<file path="config.mk">
export PLATFORM = sky130hd
export DESIGN_NAME = regfile_mp
export DESIGN_NICKNAME = d
export VERILOG_FILES = /design/src/rtl/regfile_pkg.sv /design/src/rtl/regfile_clear_fsm.sv /design/src/rtl/regfile_mp.sv
export SDC_FILE = /design/constraint.sdc
export NUM_CORES = 2
export LEC_CHECK = 0
export CAP_MARGIN = 15
export CORE_MARGIN = 1
export CORE_UTILIZATION = 37
export CTS_BUF_LIST = sky130_fd_sc_hd__clkbuf_2 sky130_fd_sc_hd__clkbuf_4 sky130_fd_sc_hd__clkbuf_8
export CTS_CLUSTER_SIZE = 20
export DETAILED_ROUTE_END_ITERATION = 12
export SLEW_MARGIN = 20
export SYNTH_ARGS = -nofsm -noshare
export SYNTH_HDL_FRONTEND = slang
export SYNTH_SLANG_ARGS = --single-unit
</file>
<file path="constraint.sdc">
create_clock -name clk -period 5.7 [get_ports clk]
set_input_delay 0.855 -clock clk [delete_from_list [all_inputs] [get_ports clk]]
set_output_delay 0.855 -clock clk [all_outputs]
set_load 0.05 [all_outputs]
</file>
<file path="src/rtl/regfile_pkg.sv">
// rtl/regfile_pkg.sv - shared types and defaults for the multi-port register file
package regfile_pkg;

    typedef enum logic {
        CLEAR = 1'b0,
        RUN   = 1'b1
    } rf_state_t;

    localparam int RF_DW_DEF    = 32;
    localparam int RF_DEPTH_DEF = 32;
    localparam int RF_NWR       = 2;

endpackage

</file>
<file path="src/rtl/regfile_clear_fsm.sv">
// rtl/regfile_clear_fsm.sv - clear sequencer: zeroes one entry per cycle, then enters RUN
module regfile_clear_fsm
    import regfile_pkg::*;
#(
    parameter  int DEPTH = RF_DEPTH_DEF,
    localparam int AW    = $clog2(DEPTH)
) (
    input  logic          clk,
    input  logic          rst_n,
    input  logic          clr_req,
    output rf_state_t     state,
    output logic          ready,
    output logic          clr_we,
    output logic [AW-1:0] clr_addr
);

    logic [AW-1:0] ptr;

    // Entry 0 is never stored, so the sweep starts at 1 and ends at DEPTH-1.
    always_ff @(posedge clk) begin
        if (!rst_n) begin
            state <= CLEAR;
            ptr   <= AW'(1);
            ready <= 1'b0;
        end else begin
            case (state)
                CLEAR: begin
                    ptr <= ptr + AW'(1);
                    if (ptr == AW'(DEPTH - 1)) begin
                        state <= RUN;
                        ready <= 1'b1;
                    end
                end
                RUN: begin
                    if (clr_req) begin
                        state <= CLEAR;
                        ptr   <= AW'(1);
                        ready <= 1'b0;
                    end
                end
                default: begin
                    state <= CLEAR;
                    ptr   <= AW'(1);
                    ready <= 1'b0;
                end
            endcase
        end
    end

    assign clr_we   = (state == CLEAR);
    assign clr_addr = ptr;

endmodule

</file>
<file path="src/rtl/regfile_mp.sv">
// rtl/regfile_mp.sv - NRD async-read / 2 sync-write register file; REGFILE_BYPASS_EN forwards same-cycle writes
module regfile_mp
    import regfile_pkg::*;
#(
    parameter  int DW    = RF_DW_DEF,
    parameter  int DEPTH = RF_DEPTH_DEF,
    parameter  int NRD   = 2,
    localparam int AW    = $clog2(DEPTH)
) (
    input  logic                 clk,
    input  logic                 rst_n,
    input  logic                 clr_req,
    output logic                 ready,
    input  logic [RF_NWR-1:0]    writeEn,
    input  logic [RF_NWR*AW-1:0] rw,
    input  logic [RF_NWR*DW-1:0] busW,
    input  logic [NRD*AW-1:0]    ra,
    output logic [NRD*DW-1:0]    busR
);

    rf_state_t     state;
    logic          clr_we;
    logic [AW-1:0] clr_addr;

    logic [DW-1:0] mem [DEPTH];

    logic [AW-1:0] wr_addr [RF_NWR];
    logic [DW-1:0] wr_data [RF_NWR];
    logic          wr_go   [RF_NWR];

    regfile_clear_fsm #(.DEPTH(DEPTH)) u_clear_fsm (
        .clk      (clk),
        .rst_n    (rst_n),
        .clr_req  (clr_req),
        .state    (state),
        .ready    (ready),
        .clr_we   (clr_we),
        .clr_addr (clr_addr)
    );

    // A write lands only in RUN, outside reset, when no clear is starting, and on a real entry.
    always_comb begin
        for (int p = 0; p < RF_NWR; p++) begin
            wr_addr[p] = rw[p*AW +: AW];
            wr_data[p] = busW[p*DW +: DW];
            wr_go[p]   = rst_n && (state == RUN) && !clr_req && writeEn[p] &&
                         (wr_addr[p] != '0) && (32'(wr_addr[p]) < DEPTH);
        end
    end

    // Later ports are assigned last, so port 1 wins an address collision.
    always_ff @(posedge clk) begin
        if (rst_n && clr_we) begin
            mem[clr_addr] <= '0;
        end
        for (int p = 0; p < RF_NWR; p++) begin
            if (wr_go[p]) begin
                mem[wr_addr[p]] <= wr_data[p];
            end
        end
    end

    for (genvar r = 0; r < NRD; r++) begin : g_rd
        logic [AW-1:0] rd_addr;
        logic [DW-1:0] rd_data;

        always_comb begin
            rd_addr = ra[r*AW +: AW];
            rd_data = '0;
            if ((state == RUN) && (rd_addr != '0) && (32'(rd_addr) < DEPTH)) begin
                rd_data = mem[rd_addr];
`ifdef REGFILE_BYPASS_EN
                for (int p = 0; p < RF_NWR; p++) begin
                    if (wr_go[p] && (wr_addr[p] == rd_addr)) begin
                        rd_data = wr_data[p];
                    end
                end
`endif
            end
        end

        assign busR[r*DW +: DW] = rd_data;
    end

endmodule

</file>
; ---- Word level (Yosys, flattened, before mapping)
; Memories as Yosys holds them, arrays and structs flattened.
; Index checks and enable logic that the tools add are counted.
[op_classes]
add_sub_neg = 1
eq_ne = 3
mux = 19
n_bitwise = 1
reduce_logical = 16
[ops]
columns = operator, count
row1 = $mux W32, 3
row2 = $reduce_or A32 Y1, 1
row3 = $reduce_bool A5 Y1, 4
row4 = $mux W1, 11
row5 = $mux W5, 2
row6 = $pmux W5 S2, 1
row7 = $logic_and A1 B1 Y1, 9
row8 = $add A5 B1 Y5 const B, 1
row9 = $eq A5 B5 Y1 const B, 1
row10 = $pmux W1 S2, 2
row11 = $ne A2 B1 Y1 const B, 1
row12 = $ne A2 B2 Y1 const B, 1
row13 = $reduce_and A2 Y1, 1
row14 = $logic_not A1 Y1, 1
row15 = $not A1 Y1, 1
[totals]
regBits = 7
ramBits = 1024
input_bits = 89
out_inout_bits = 65
word_cells = 44
memories = 1
[mem_list]
columns = memory, depth, word_bits, rd, rd_clocked_by_memory_dff, wr, line_no
row1 = mem, 32, 32, 2, 0, 2, regfile_mp.sv:25  ; logic [DW-1:0] mem [DEPTH];

; ---- Longest topological paths before layout
[depth]
depth_word = 8
mapped_depth = 8
depth_no_buf = 6

; ---- Modules after synthesis
; Synthesis repeated with hierarchy kept, for this count alone.
[unflattened]
hier_cells = 5352
hier_area_um2 = 62103.3
[by_module_without_submodules]
columns = mod, n_inst, cells_each, area_each_um2, seq_area_each_um2
row1 = regfile_mp, 1, 5315, 61768.0, 30749.5
row2 = regfile_clear_fsm, 1, 37, 335.3, 140.1

; ---- Least setup slack after synthesis
; OpenSTA, ideal clock, no wires.
[synth_timing]
kind = input -> register
from = input clr_req
to = memory mem[6][0] in the netlist's numbering, enable pin
setup_time_ns = 0.470
arrival_ns = 4.234
required_ns = 5.230
setup_slack_ns = 0.996
path_stages = 5
n_path_buf = 1
cell_sequence = nand4b_1 > a21oi_1 > buf_2 > o211ai_1 > o31ai_1
[synth_rtl]
columns = element, line_no
row1 = start: declaration, regfile_mp.sv:12  ; input logic clr_req,
row2 = end: declaration, regfile_mp.sv:25

; ---- Worst setup path after layout
[layout_timing]
from = register u_clear_fsm.state
to = output busR[35]
[layout_via]
elab_chain_len = 2
[layout_lines]
columns = element, line_no
row1 = start: declaration, regfile_clear_fsm.sv:11  ; output rf_state_t state,
row2 = start signal: assignment, regfile_clear_fsm.sv:22  ; state <= CLEAR;
row3 = start signal: assignment, regfile_clear_fsm.sv:30  ; state <= RUN;
row4 = start signal: assignment, regfile_clear_fsm.sv:36  ; state <= CLEAR;
row5 = $logic_and A1 B1 Y1, regfile_mp.sv:70  ; if ((state == RUN) && (rd_addr != '0) && (32'(rd_addr) < DEPTH)) begin
row6 = $mux W32, regfile_mp.sv:70
row7 = end: declaration, regfile_mp.sv:18  ; output logic [NRD*DW-1:0] busR
; Every way passes these cells.

==> flow_metrics.tcl <==
set metrics [dict create \
    status "complete, no violations" \
    fmax_ghz 0.186 \
    clockRootBuffer "clkbuf_8" \
    cts_tree "built" \
    ys_warn_count 0 \
    tns_ns 0 \
    grt_pass1_wl_um 338000 \
    timing.critical_path.slowest_stage_cell "nand3_2" \
    dp_hpwl_um 150000 \
    syn_inst 5396 \
    cts_resized 0 \
    syn_nets 5487 \
    synth_edf_count 1024 \
    cts_max_path_buffers 3 \
    io_pins 154 \
    io_buffer_count 153 \
    cp-start-kind "flip-flop" \
    setup_viol 0 \
    nets 5398 \
    synth_top_cell_area_share_pct 52.0 \
    yosys_most_used_dff "edfxtp_1" \
    power.density_nw_per_um2 240 \
    slew_violations 0 \
    max_slew_margin_pct 18.2 \
    critPathKind "reg -> out" \
    insertion_delay_ns 0.91 \
    vias 47953 \
    syn-cell-area_um2 59200 \
    tightestPinTransition_ns 1.22 \
    cp_max_fo 16 \
    post-cts-setup-buffers 0 \
    cp.required_ns 4.85 \
    hold_viol 0 \
    crit_path_end_kind "output port" \
    synth_common_cells "nand2_1, edfxtp_1, o21ai_0" \
    cp_cell_sequence "nand3_2, a21oi_1, nand3_1, nand4_1, clkdlybuf4s50_1" \
    antenna_found_initial 13 \
    grt_pass1_vias 45175 \
    hold_class "reg -> reg" \
    synth.area.top_cells "edfxtp_1, mux4_2, mux2i_1" \
    yosysTopAreaCell "edfxtp_1" \
    grt_overflow_total 0 \
    path_clk_slew_ns 0.06 \
    grt_use_total_pct 29.4 \
    final_layout_size_suffix_gt1_share_pct 17.0 \
    numCtsBuffers 172 \
    gp_congestion 0.926 \
    fp-row-count 146 \
    place_area_um2 63600 \
    post-route-period-util_pct 94.1 \
    postLayoutCellArea_um2 66900 \
    synth-seq-area-share_pct 52.2 \
    wl_um 243000 \
    syn_area_per_cell_um2 11.0 \
    cp_data_arrival_time_ns 4.51 \
    first_pass_iters 6 \
    yosysMostFrequentCell "nand2_1" \
    wire_per_inst_um 32.3 \
    dieHeight_um 402 \
    avgViaCountPerCell 6.38 \
    area_delta_synth_final_pct 13.0 \
    htree_levels 4 \
    rsz0062_at_grt "false" \
    core_area_um2 159000 \
    power.leakage_nw 21.1 \
    hold_buffers 0 \
    clock-sinks 1031 \
    finClkSkew_ns 0.0298 \
    synthArstFlopShare_pct 0 \
    drtAntennaViolNets 0 \
    die_area_um2 162000 \
    grt_start_max_net_pins 76 \
    dieWidth_um 402 \
    slowest_delay_ns 0.97 \
    ys_types 57 \
    maxCapViolations 0 \
    drc 0 \
    synth_seq_cells 1031 \
    vdd_drop_max_v 0.000203 \
    fin_crit_ns 5.36 \
    drt-initial-drc-count 7183 \
    nFillCells 14674 \
    initial_utilization_pct 37.3 \
]
## logic make-up after synthesis
logic type | Yosys count | synth area share, %
flip-flops | 1031 | 52.2
buffers and inverters | 690 | 5.10
AO/OA/AOI/OAI | 1436 | 13.6
multiplexers | 771 | 18.4
AND/OR/NAND/NOR | 1466 | 10.6
adder cells (fa/ha/maj) | 2 | 0.0423
## cell type report
cell class              count  area [um^2]  area share (%)
multi-input cells        3675        26000            39.0
flip-flops and latches   1031        30900            46.2
inverters                  45          169           0.253
repair buffers            382         3870            5.79
well taps                2072         2590            3.88
clock buffers             231         2840            4.24
diodes                      6         15.0          0.0225
clock inverters            74          442           0.661
## flip-flops by register name, indices dropped and copies added, names as in the netlist
register	flops
u_clear_fsm.ready	1
u_clear_fsm.clr_addr	5
u_clear_fsm.state	1
mem	1024
## worst max-delay path: cells and delay by family, from the launching register on
| kind | cells | cell delay (ns) |
|---|---|---|
| buffers and inverters | 1 | 0.91 |
| AOI/OAI and AO/OA | 1 | 0.38 |
| and+or+nand+nor | 3 | 1.43 |
| DFF | 1 | 0.85 |
## layout by cell type (no fill, tap or decap), types with 6 or more instances in the layout
cell type and count:
o21bai_4 23, nor4_2 8, dfxtp_1 7, mux2i_1 517, nand4_1 65, nand2_2 9
nor4_4 8, clkinv_1 42, diode_2 6, inv_1 45, nor2_1 7, nor2_4 8
clkbuf_4 55, buf_4 223, and3_1 35, nand3_1 143, a21oi_1 98, clkbuf_8 176
buf_12 59, mux4_2 254, a22oi_1 229, clkdlybuf4s50_1 87, a22o_1 29, o21ai_0 990
a31oi_1 30, nand2b_1 7, nor3_2 7, nor2b_4 8, o31ai_4 8, clkinv_2 18
nand2_1 1113, buf_2 6, nor3b_2 7, edfxtp_1 1024
## where the power goes
part           internal, mW  leakage, nW  switching [mW]  total [mW]
sequential             8.30         7.98          0.0374        8.33
combinational         0.411         11.3           0.790        1.20
clock                  3.36         1.73            3.18        6.54
## final timing paths
path	slack (ns)	from	endpoint	cells after the start
setup / recovery	0.34	u_clear_fsm.state$_SDFF_PN0_	busR[35]	5
hold / removal	0.48	u_clear_fsm.ready$_SDFFE_PN0P_	u_clear_fsm.ready$_SDFFE_PN0P_	2
setup reg to reg	1.46	u_clear_fsm.state$_SDFF_PN0_	mem[16][10]$_DFFE_PP_	7
hold reg to reg	0.48	u_clear_fsm.ready$_SDFFE_PN0P_	u_clear_fsm.ready$_SDFFE_PN0P_	2
## routing by layer
| layer | track usage [%] | part of all wire (%) | vias to the layer above |
|---|---|---|---|
| met5 | 0.387 | 0.045 | - |
| met4 | 18.5 | 7.1 | 7 |
| met3 | 6.86 | 12 | 822 |
| met2 | 45.2 | 45 | 3691 |
| met1 | 37.3 | 36 | 23427 |
| li1 | - | - | 20006 |
## per-stage QoR
step           instances  hold slack [ns]  setup slack [ns]  utilization (%)  power (mW)
6_report            7516            0.477             0.336             42.2        16.1
2_1_floorplan       5396            0.585             0.996                -        9.14
3_5_place_dp        7205            0.471             0.960             40.1        9.65
4_1_cts             7510            0.479             0.622             42.2        16.1
5_1_grt             7512            0.498             0.438             42.2        16.4
3_3_place_gp        7204            0.463             0.948             40.1        9.64
Note: power is estimated with default switching activity, not from simulation.
